## config.mk

```make
export PLATFORM = sky130hd
export DESIGN_NAME = dmem_arb
export DESIGN_NICKNAME = d
export VERILOG_FILES = /design/src/rtl/pipeacc16_pkg.sv /design/src/rtl/starve_ctr.sv /design/src/rtl/dmem_arb.sv
export SDC_FILE = /design/constraint.sdc
export NUM_CORES = 1
export LEC_CHECK = 0
export CORE_UTILIZATION = 26
export DETAILED_ROUTE_END_ITERATION = 8
export PLACE_DENSITY = 0.88
export SLEW_MARGIN = 20
export SYNTH_ARGS = -nofsm -noshare
export SYNTH_HDL_FRONTEND = slang
export SYNTH_HIERARCHICAL = 1
export SYNTH_SLANG_ARGS = --single-unit
```

## constraint.sdc

```tcl
create_clock -name clk1 -period 4.05 [get_ports clk1]
set_clock_uncertainty 0.05 [all_clocks]
set_input_delay 0.81 -clock clk1 [delete_from_list [all_inputs] [get_ports clk1]]
set_output_delay 0.81 -clock clk1 [all_outputs]
set_load 0.005 [all_outputs]
```

## src/rtl/pipeacc16_pkg.sv

```systemverilog
// Shared encodings for the data-memory arbiter: FSM states and the registered
// read-owner tag that routes mem_rdata back to whoever issued the read.
package pipeacc16_pkg;

    typedef enum logic [1:0] {
        ST_RUN    = 2'd0,
        ST_DRAIN  = 2'd1,
        ST_FROZEN = 2'd2
    } arb_state_t;

    typedef enum logic [1:0] {
        TAG_NONE = 2'd0,
        TAG_CPU  = 2'd1,
        TAG_HOST = 2'd2
    } owner_tag_t;

    // Counter width able to hold 0..max_v (at least one bit).
    function automatic int starve_cw(input int max_v);
        return (max_v < 1) ? 1 : $clog2(max_v + 1);
    endfunction

endpackage

```

## src/rtl/starve_ctr.sv

```systemverilog
// Saturating up-counter with synchronous clear; o_sat flags that the host has
// waited long enough to be forced through.
module starve_ctr
    import pipeacc16_pkg::*;
#(
    parameter int MAX = 4
) (
    input  logic clk1,
    input  logic rst_n,
    input  logic i_inc,
    input  logic i_clr,
    output logic o_sat
);

    localparam int            CW    = starve_cw(MAX);
    localparam logic [CW-1:0] MAX_V = CW'(MAX);

    logic [CW-1:0] r_count;

    // NOTE: sequential state uses non-blocking assignments and an async reset
    // branch first, so every register settles to a known value without a clock.
    always_ff @(posedge clk1 or negedge rst_n) begin
        if (!rst_n) begin
            r_count <= '0;
        end else if (i_clr) begin
            r_count <= '0;
        end else if (i_inc && (r_count != MAX_V)) begin
            r_count <= r_count + 1'b1;
        end
    end

    assign o_sat = (r_count == MAX_V);

endmodule

```

## src/rtl/dmem_arb.sv

```systemverilog
// Two-requester arbiter (pipeline MEM stage and debug host) in front of a
// single-port synchronous data RAM, with a host-owned freeze mode.
module dmem_arb
    import pipeacc16_pkg::*;
#(
    parameter int AW         = 8,
    parameter int DW         = 16,
    parameter int STARVE_MAX = 4
) (
    input  logic          clk1,
    input  logic          rst_n,
    input  logic          cpu_req,
    input  logic          cpu_we,
    input  logic [AW-1:0] cpu_addr,
    input  logic [DW-1:0] cpu_wdata,
    output logic          cpu_gnt,
    output logic          cpu_rvalid,
    output logic [DW-1:0] cpu_rdata,
    output logic          cpu_stall,
    input  logic          host_req,
    input  logic          host_we,
    input  logic [AW-1:0] host_addr,
    input  logic [DW-1:0] host_wdata,
    output logic          host_gnt,
    output logic          host_rvalid,
    output logic [DW-1:0] host_rdata,
    input  logic          host_halt_req,
    output logic          cpu_frozen,
    output logic          mem_en,
    output logic          mem_we,
    output logic [AW-1:0] mem_addr,
    output logic [DW-1:0] mem_wdata,
    input  logic [DW-1:0] mem_rdata
);

    arb_state_t r_state, w_state_next;
    owner_tag_t r_tag, w_tag_next;
    logic       w_cpu_gnt, w_host_gnt;
    logic       w_starve_sat, w_starve_inc, w_starve_clr;

    starve_ctr #(.MAX(STARVE_MAX)) u_starve (
        .clk1  (clk1),
        .rst_n (rst_n),
        .i_inc (w_starve_inc),
        .i_clr (w_starve_clr),
        .o_sat (w_starve_sat)
    );

    always_ff @(posedge clk1 or negedge rst_n) begin
        if (!rst_n) begin
            r_state <= ST_RUN;
            r_tag   <= TAG_NONE;
        end else begin
            r_state <= w_state_next;
            r_tag   <= w_tag_next;
        end
    end

    // NOTE: every signal driven here gets a default first, so no path through
    // the case statement can leave one unassigned and infer a latch.
    always_comb begin
        w_cpu_gnt    = 1'b0;
        w_host_gnt   = 1'b0;
        w_state_next = r_state;
        case (r_state)
            ST_RUN: begin
                w_host_gnt = host_req & (~cpu_req | w_starve_sat);
                w_cpu_gnt  = cpu_req & ~w_host_gnt;
                if (host_halt_req) w_state_next = ST_DRAIN;
            end
            // No grants here, so any read launched in RUN completes this cycle.
            ST_DRAIN: begin
                w_state_next = host_halt_req ? ST_FROZEN : ST_RUN;
            end
            ST_FROZEN: begin
                w_host_gnt = host_req;
                if (!host_halt_req && (r_tag != TAG_HOST)) w_state_next = ST_RUN;
            end
            default: w_state_next = ST_RUN;
        endcase
    end

    // Request-driven outputs are masked while reset is held.
    assign cpu_gnt   = w_cpu_gnt & rst_n;
    assign host_gnt  = w_host_gnt & rst_n;
    assign cpu_stall = cpu_req & ~cpu_gnt & rst_n;
    assign cpu_frozen = (r_state == ST_FROZEN);

    assign w_starve_clr = host_gnt | ~host_req;
    assign w_starve_inc = (r_state == ST_RUN) & host_req & ~host_gnt;

    always_comb begin
        w_tag_next = TAG_NONE;
        if (cpu_gnt && !cpu_we)        w_tag_next = TAG_CPU;
        else if (host_gnt && !host_we) w_tag_next = TAG_HOST;
    end

    always_comb begin
        mem_we    = 1'b0;
        mem_addr  = '0;
        mem_wdata = '0;
        if (cpu_gnt) begin
            mem_we    = cpu_we;
            mem_addr  = cpu_addr;
            mem_wdata = cpu_wdata;
        end else if (host_gnt) begin
            mem_we    = host_we;
            mem_addr  = host_addr;
            mem_wdata = host_wdata;
        end
    end

    assign mem_en = cpu_gnt | host_gnt;

    assign cpu_rvalid  = (r_tag == TAG_CPU);
    assign host_rvalid = (r_tag == TAG_HOST);
    assign cpu_rdata   = cpu_rvalid  ? mem_rdata : '0;
    assign host_rdata  = host_rvalid ? mem_rdata : '0;

endmodule

```

# Yosys cells after proc, flatten, opt, wreduce, memory -nomap -nowiden
# Cells that the tools add are included.
[classes] n_mux=18 n_reduce_logical=10 bitwise=16 n_eq_ne=9 n_lt_le_gt_ge=0 add_sub_neg=1 n_shift=0 mul=0 n_div=0
[ops] op="16-bit two-way mux" count=4
[ops] op="8-bit two-way mux" count=2
[ops] op="2-bit two-way mux" count=5
[ops] op="1-bit bitwise AND" count=8
[ops] op="3-bit two-way mux" count=2
[ops] op="2-bit case mux with 3 select lines" count=1
[ops] op="1-bit inverter" count=5
[ops] op="2-bit by 1-bit equality test with 1-bit output (second input constant)" count=2
[ops] op="2-bit equality test (second input constant)" count=2
[ops] op="1-bit logical AND" count=4
[ops] op="2-bit != test (second input constant)" count=2
[ops] op="3-bit by 1-bit adder with 3-bit output (second input constant)" count=1
[ops] op="3-bit equality test (second input constant)" count=1
[ops] op="1-bit zero test" count=3
[ops] op="1-bit two-way mux" count=3
[ops] op="3-bit != test (second input constant)" count=1
[ops] op="1-bit bitwise OR" count=3
[ops] op="2-bit zero test" count=1
[ops] op="2-bit by 1-bit != test with 1-bit output (second input constant)" count=1
[ops] op="1-bit case mux with 2 select lines" count=1
[ops] op="2-bit AND reduction" count=1
[ops] op="2-bit nonzero test" count=1
[word_totals] reg_bits=7 output_inout_bits=64 elab_cells=57 mem_bits_ro=0 ramBits=0 mem_count=0 latch_bits=0 inputBits=71

# Logic depth before layout (Yosys ltp)
# Gate-level depths: netlist (run 1).
[depth] depth_word=10 ltp_mapped=9 mapped_depth_nobuf=8

# Modules after synthesis
# The synthesis (run 1) kept the hierarchy.
[modules_own_cells] module="dmem_arb" area_per_inst_um2=734.5 cells_each=88 seq_area_each_um2=100.1 instances=1
[modules_own_cells] module="starve_ctr" area_per_inst_um2=192.7 cells_each=18 seq_area_each_um2=75.1 instances=1

# Worst setup path before layout (run 1)
# Ideal clock, no wire load.
[synth_timing] kind="input to output" start="input host_req" end="output mem_wdata[0]" path_stages=5 t_arrival_ns=1.588 path_buffers=2 required_ns=3.190 slack_ns=1.602 cell_sequence="a211oi_2 nor2b_4 buf_6 buf_8 a22o_1"
[synth_between] elab_chain_len=6 word_cells_on_any_way=9 classes_between="mux: 4; bitwise: 5"
[synth_rtl] element="start, declared" line_no="dmem_arb.sv:20" source="input logic host_req,"
[synth_rtl] element="1-bit bitwise AND" line_no="dmem_arb.sv:67" source="w_host_gnt = host_req & (~cpu_req | w_starve_sat);"
[synth_rtl] element="1-bit inverter" line_no="dmem_arb.sv:68" source="w_cpu_gnt = cpu_req & ~w_host_gnt;"
[synth_rtl] element="1-bit bitwise AND" line_no="dmem_arb.sv:68"
[synth_rtl] element="1-bit two-way mux" line_no="dmem_arb.sv:65" source="case (r_state)"
[synth_rtl] element="1-bit bitwise AND" line_no="dmem_arb.sv:84" source="assign cpu_gnt = w_cpu_gnt & rst_n;"
[synth_rtl] element="named net cpu_gnt" line_no="dmem_arb.sv:16" source="output logic cpu_gnt,"
[synth_rtl] element="16-bit two-way mux" line_no="dmem_arb.sv:102" source="if (cpu_gnt) begin"
[synth_rtl] element="end, declared" line_no="dmem_arb.sv:32" source="output logic [DW-1:0] mem_wdata,"
# The timed path passes the listed nets, and every way through them passes these cells.

# Final worst setup path (run 1)
[layout_timing] start="input host_req" end="output mem_addr[1]"
[layout_between] elab_chain_len=6 word_cells_on_any_way=9 classes_between="mux: 4; bitwise: 5"
[layout_rtl] element="1-bit bitwise AND" line_no="dmem_arb.sv:67"
[layout_rtl] element="1-bit inverter" line_no="dmem_arb.sv:68"
[layout_rtl] element="1-bit bitwise AND" line_no="dmem_arb.sv:68"
[layout_rtl] element="1-bit two-way mux" line_no="dmem_arb.sv:65"
[layout_rtl] element="1-bit bitwise AND" line_no="dmem_arb.sv:84"
[layout_rtl] element="8-bit two-way mux *" line_no="dmem_arb.sv:102"
[layout_rtl] element="end, declared" line_no="dmem_arb.sv:31" source="output logic [AW-1:0] mem_addr,"
# Mark *: on every way between the ends. The rest lies on a longest branch, timed or not.

==> out/qor.yml, run 1 <==
sta:
  setup_viol: 0
  worstMarginPinSlew_ps: 957
  maxSlewViolCount: 0
  tns_ps: 0
  rsz0062_at_grt: "no"
  finalCriticalPeriod_ps: 3590
  final-hold-violation-count: 0
  max_freq_ghz: 0.278
  slew-limit-headroom_pct: 36.1
  fin_crit_sh_pct: 88.7
layout:
  layout-drive-gt1-share_pct: 4.60
  synthToLayoutAreaGrowth_pct: 147
  nNetsFinal: 313
  fin_cells: 285
  utilization_pct: 68.2
  diodes: 0
pwr:
  irDropWorstVdd_v: 0.000129
  power.total_uw: 364
  p_leak_uw: 0.000914
  power_per_cell_area_nw_per_um2: 159
clock_network:
  root_buffer: "clkbuf_4"
  clock-sinks: 7
  cts_buffer_depth: 2
  cts_buffers: 3
  h-tree-depth: 1
  path_clk_slew_ps: 50
  clkLatencyLatePin_ps: 240
  cts_resized: 0
  postCtsSetupBuffers: 0
  cts_tree: "yes"
  ctsHoldBuffers: 0
placed_design:
  dp_hpwl_um: 3300
  place_congestion: 0.792
  dpl.cell_count: 281
  port_buffers: 134
detailed_routing:
  wirelength_um: 3900
  dr_total_vias: 1309
  vias_per_cell: 4.59
  drtAntennaViolNets: 0
  drt_first_pass_iters: 4
  drc_errors: 0
  wl_per_cell_um: 13.7
  drt_iter0_markers: 58
global_route:
  grt-ovfl-total: 0
  grt_use_total_pct: 18.6
  grt_antenna_before_repair: 0
  grt_max_degree: 31
  grt_pass1_vias: 1195
  grt_pass1_wl_um: 5340
setup_path:
  r2r_start: "u_starve/r_count[0]"
  slowest_stage: "clkdlybuf4s50_1"
  reg2reg_depth: 9
  rr_endpoint: "u_starve/r_count[0]"
  setup.worst_path.end_class: "output pin"
  crit_type: "input pin to output pin"
  regToRegSetupSlack_ps: 1550
  startpoint: "host_req"
  start_kind: "input pin"
  required_ps: 3190
  worst_ep_arrival_time_ps: 2730
  cpMostUsedCell: "clkdlybuf4s50_1"
  max_stage_delay_ps: 530
  crit_path_cell_trace: "clkdlybuf4s50_1, a211oi_2, nor2b_4, buf_4, a22o_1, clkdlybuf4s50_1"
  cp_max_fo: 28
  worstSetupEndpoint: "mem_addr[1]"
synth:
  synthCells: 106
  synth.avg_cell_area_um2: 8.75
  synth_edf_count: 0
  synth.distinct_cells: 26
  synth_ff_type: "dfrtp_1"
  netlist_area_um2: 927
  synthesis.nets: 179
  ys_ff_latch: 7
  yosysSeqAreaShare_pct: 18.9
  yosysWarnings: 6
  async_flop_share_pct: 100
floorplanning:
  initial_core_util_pct: 27.6
  io_pins: 135
  design.core.area_um2: 3360
  die_area_um2: 3810
  die_w_um: 61.7
  row_count: 21
  die_h_um: 61.7
min_path:
  hp-class: "register to register"
flow_run:
  drv_cap: 0
run_status:
  status: "finished, final reports clean"
[where the power goes]
part / switching, uW / internal (uW) / total [uW]
combinational: 67.5 / 153 / 221
clock: 21.8 / 37.3 / 59.2
sequential: 7.64 / 76.1 / 83.7
[cells in the mapped netlist, drive strengths merged (2+ instances only)]
cell    number  area share (%)
and2        33              22
a22o        25              24
dfrtp        7              19
buf          6             8.1
nor2b        5             4.2
nand2        3             1.2
nand2b       3             2.0
nor2         3             1.2
a211oi       2             2.7
and2b        2             1.6
clkbuf       2            0.81
ha           2             2.7
inv          2            0.81
[through the flow]
step | area [um2] | worst slack (ps) | hold WS, ps
finish | 2290 | 459 | 500
global route | 2290 | 314 | 546
CTS | 2290 | 444 | 508
detailed placement | 2270 | 445 | 497
global placement | 2270 | 489 | 491
floorplan | 927 | 1600 | 443
[worst max-delay path, delay by kind of cell]
family          cells  cell delay [ps]
buf+inv             3             1280
simple gates        1              170
compound gates      2              460
[how the worst min path moves through the flow]
stage	cells after the start	startpoint	slack, ps	end
2_1_floorplan	1	r_state[1]	440	r_state[0]
3_3_place_gp	1	r_state[1]	490	r_state[0]
3_5_place_dp	1	r_state[1]	500	r_state[0]
4_1_cts	1	r_state[1]	510	r_state[0]
5_1_grt	2	u_starve/r_count[1]	550	u_starve/r_count[1]
6_report	1	r_state[1]	500	r_state[0]
[layout by cell type, fill, tap and decap left out]
master	netlist	routed
a211oi_2	2	2
a21boi_2	1	1
a21oi_1	1	1
a22o_1	25	25
and2_1	33	33
and2b_1	2	2
and4b_1	1	1
buf_4	0	3
clkbuf_1	2	1
clkbuf_4	0	3
clkdlybuf4s50_1	0	134
dfrtp_1	7	7
ha_1	2	2
inv_1	2	2
mux2_4	1	1
mux2i_1	1	1
nand2_1	3	3
nand2b_1	3	3
nand3b_1	1	1
nor2_1	3	3
nor2b_1	4	4
nor2b_4	1	1
nor3_1	1	1
nor3b_1	1	1
nor4b_1	1	1
o21ai_0	1	1
or2_1	1	1
[cell type report]
type	instances	area [um2]
timing repair buffer	137	1360
fill	292	1070
multi-input combinational	89	662
sequential	7	175
tap	46	57.6
clock buffer	4	26.3
inverter	2	7.51
[registers in the layout (all words and copies together), names as in the netlist]
signal	count
r_tag	2
r_state	2
u_starve/r_count	3
[metal layers]
layer	global-route usage [%]	up-vias	part of all wire, %
met4	6.35	0	2.2
met1	22.5	573	41
met5	0	-	0
met2	33.3	83	48
li1	-	645	-
met3	2.90	8	8.8
[logic make-up (layout without fill, tap and decap cells)]
logic type,after synthesis,count (layout),share of synthesized area (%)
and+or+nand+nor,55,55,37.4
buffers and inverters,10,143,9.72
adders and majority gates,2,2,2.70
DFF,7,7,18.9
muxes,2,2,2.70
AOI/OAI and AO/OA,30,30,28.6
Power figures use the tool's default switching activity.
==> inputs of run 2 (changes only) <==
--- a/config.mk
+++ b/config.mk
@@ -5,11 +5,11 @@
 export SDC_FILE = /design/constraint.sdc
 export NUM_CORES = 1
 export LEC_CHECK = 0
-export CORE_UTILIZATION = 26
+export CORE_UTILIZATION = 25
 export DETAILED_ROUTE_END_ITERATION = 8
-export PLACE_DENSITY = 0.88
+export GPL_TIMING_DRIVEN = 0
+export PLACE_DENSITY = 0.87
 export SLEW_MARGIN = 20
 export SYNTH_ARGS = -nofsm -noshare
 export SYNTH_HDL_FRONTEND = slang
-export SYNTH_HIERARCHICAL = 1
 export SYNTH_SLANG_ARGS = --single-unit
==> run 2 against run 1 <==
- sequential share of layout area is 0.078 points lower
- count of clock-buffer cells in the layout unchanged
- global-route usage down 1.4 points
- die area about the same
- non-clock buffer count increased by 4
- combinational power grew 8%
- highest routed layer unchanged
==> out/qor.yml, run 2 <==
detailed_routing:
  dr_total_vias: 1314
  wl_per_cell_um: 12.9
  drt_iter0_markers: 60
  vias_per_cell: 4.56
  drt_first_pass_iters: 4
  wirelength_um: 3700
  drc_errors: 0
  drtAntennaViolNets: 0
synth:
  synthesis.nets: 177
  yosys.area.top_type: "a22o_1"
  ys_ff_latch: 7
  synth_ff_type: "dfrtp_1"
  async_flop_share_pct: 100
  synth.most_common_cell: "and2_1"
  synth.avg_cell_area_um2: 8.57
  synth.distinct_cells: 24
  yosysTopAreaCellShare_pct: 24.6
  synth_edf_count: 0
  yosys-top-cells-count: "33 x and2_1, 25 x a22o_1, 7 x dfrtp_1"
  yosysSeqAreaShare_pct: 19.7
  netlist_area_um2: 891
  synthTopCellsByArea: "a22o_1 25%, and2_1 23%, dfrtp_1 20%"
  synthCells: 104
  yosysWarnings: 0
layout:
  biggestRegsByFlops: "u_starve.r_count: 3 flops, r_state: 2 flops, r_tag: 2 flops"
  mostFrequentLayoutCells: "134 x clkdlybuf4s50_1, 33 x and2_1, 25 x a22o_1, 7 x dfrtp_1, 5 x buf_6"
  regMostFlops: "u_starve.r_count"
  fin_cells: 288
  synthToLayoutAreaGrowth_pct: 160
  nNetsFinal: 316
  largest_reg_flops: 3
  utilization_pct: 68.9
  layout-drive-gt1-share_pct: 4.96
  layout_commonest_cell: "clkdlybuf4s50_1"
  diodes: 0
placed_design:
  place_congestion: 0.754
  dpl.cell_count: 284
  dp_hpwl_um: 3180
  port_buffers: 134
  place_worst_setup_slack_ps: 193
global_route:
  grt_use_met1_pct: 19.8
  grt_max_degree: 11
  busiest_layer: "met2"
  grt.met2_usage_pct: 32.7
  grt_use_total_pct: 17.2
  grt-ovfl-total: 0
  grt_pass1_wl_um: 4930
  grt_pass1_vias: 1165
  use_met3_pct: 3.52
  grt_antenna_before_repair: 0
clock_network:
  path_clk_slew_ps: 60
  cts_tree: "yes"
  cts_resized: 0
  cts_buffers: 3
  root_buffer: "clkbuf_4"
  clkLatencyLatePin_ps: 250
  cts_buffer_depth: 2
  ctsHoldBuffers: 0
  clock-sinks: 7
  postCtsSetupBuffers: 0
  h-tree-depth: 1
setup_path:
  setup.worst_path.end_class: "output pin"
  worst_ep_arrival_time_ps: 2980
  r2r_start: "u_starve.r_count[0]"
  crit_type: "input pin to output pin"
  crit_path_cell_trace: "clkdlybuf4s50_1, nand2b_4, a211oi_4, buf_6, a22o_1, clkdlybuf4s50_1"
  reg2reg_depth: 7
  cpMostUsedCell: "clkdlybuf4s50_1"
  regToRegSetupSlack_ps: 2330
  rr_endpoint: "r_tag[0]"
  worstSetupEndpoint: "mem_wdata[12]"
  max_stage_delay_ps: 740
  required_ps: 3190
  start_kind: "input pin"
  startpoint: "rst_n"
  cp_max_fo: 10
  slowest_stage: "clkdlybuf4s50_1"
floorplanning:
  die_h_um: 61.7
  initial_core_util_pct: 26.5
  die_w_um: 61.7
  row_count: 21
  die_area_um2: 3810
  design.core.area_um2: 3360
  io_pins: 135
sta:
  tns_ps: 0
  max_freq_ghz: 0.260
  setup_viol: 0
  rsz0062_at_grt: "no"
  slew-limit-headroom_pct: 66.6
  final-hold-violation-count: 0
  whs_ps: 532
  finalCriticalPeriod_ps: 3840
  worst_slack_ps: 205
  worstMarginPinSlew_ps: 500
  fin_crit_sh_pct: 94.9
  maxSlewViolCount: 0
min_path:
  hold_start: "u_starve.r_count[0]"
  hp-class: "register to register"
run_status:
  status: "finished, final reports clean"
flow_run:
  drv_cap: 0
pwr:
  p_leak_uw: 0.000926
  power_per_cell_area_nw_per_um2: 168
  irDropWorstVdd_v: 0.000177
run 2: changes by cell type in the layout (fill, tap and decap cells not counted), moves of 2 or more:
cell	change
clkbuf_1	+2
buf_4	-3
buf_6	+5
a211oi_2	-2
nand2b_1	-3
run 2: critical path, delay by kind of cell:
family,cells,cell delay (ps)
and+or+nand+nor,1,100
buffers and inverters,3,1450
AOI/OAI and AO/OA,2,620
run 2: power breakdown:
group | internal [uW] | total [uW] | switching, uW | leakage, uW
clock network | 37.6 | 63.7 | 26.1 | 0.0000150
logic | 163 | 239 | 75.9 | 0.000816
registers | 78.1 | 87.3 | 9.26 | 0.0000940
total | 279 | 390 | 111 | 0.000926
run 2: how the worst min path moves through the flow:
stage               depth (start not counted)  slack, ps                  end
floorplan                                   0        460           r_state[0]
global placement                            2        520  u_starve.r_count[0]
detailed placement                          2        530  u_starve.r_count[0]
CTS                                         2        530  u_starve.r_count[0]
global route                                2        580  u_starve.r_count[0]
finish                                      2        530  u_starve.r_count[0]
run 2: layer usage:
metal	part of all wire, %	vias up
met5	0	-
met4	0.22	0
met3	9.9	2
met2	50	82
met1	39	577
li1	-	653
run 2: per-stage QoR:
step / total power, uW / instance area [um2]
floorplan: 175 / 891
global placement: 324 / 2290
detailed placement: 328 / 2290
CTS: 393 / 2320
global route: 418 / 2320
finish: 390 / 2320
run 2: final cells by class:
class | count | area (um2)
Tap cell | 46 | 57.6
Buffer | 7 | 63.8
Inverter | 3 | 11.3
Sequential cell | 7 | 175
Clock buffer | 4 | 26.3
Multi-Input combinational cell | 87 | 641
Timing Repair Buffer | 134 | 1340
Fill cell | 274 | 1050
run 2: kinds of logic (layout without fill, tap and decap cells):
logic type                 count (synthesis)  after routing  share of synthesized area (%)
AOI/OAI and AO/OA                         32             32                           30.9
xor gates and xnor gates                   1              1                          0.983
adders and majority gates                  2              2                           2.81
buffers and inverters                     10            148                           8.43
DFF                                        7              7                           19.7
muxes                                      1              1                           1.12
and+or+nand+nor                           51             51                           36.1
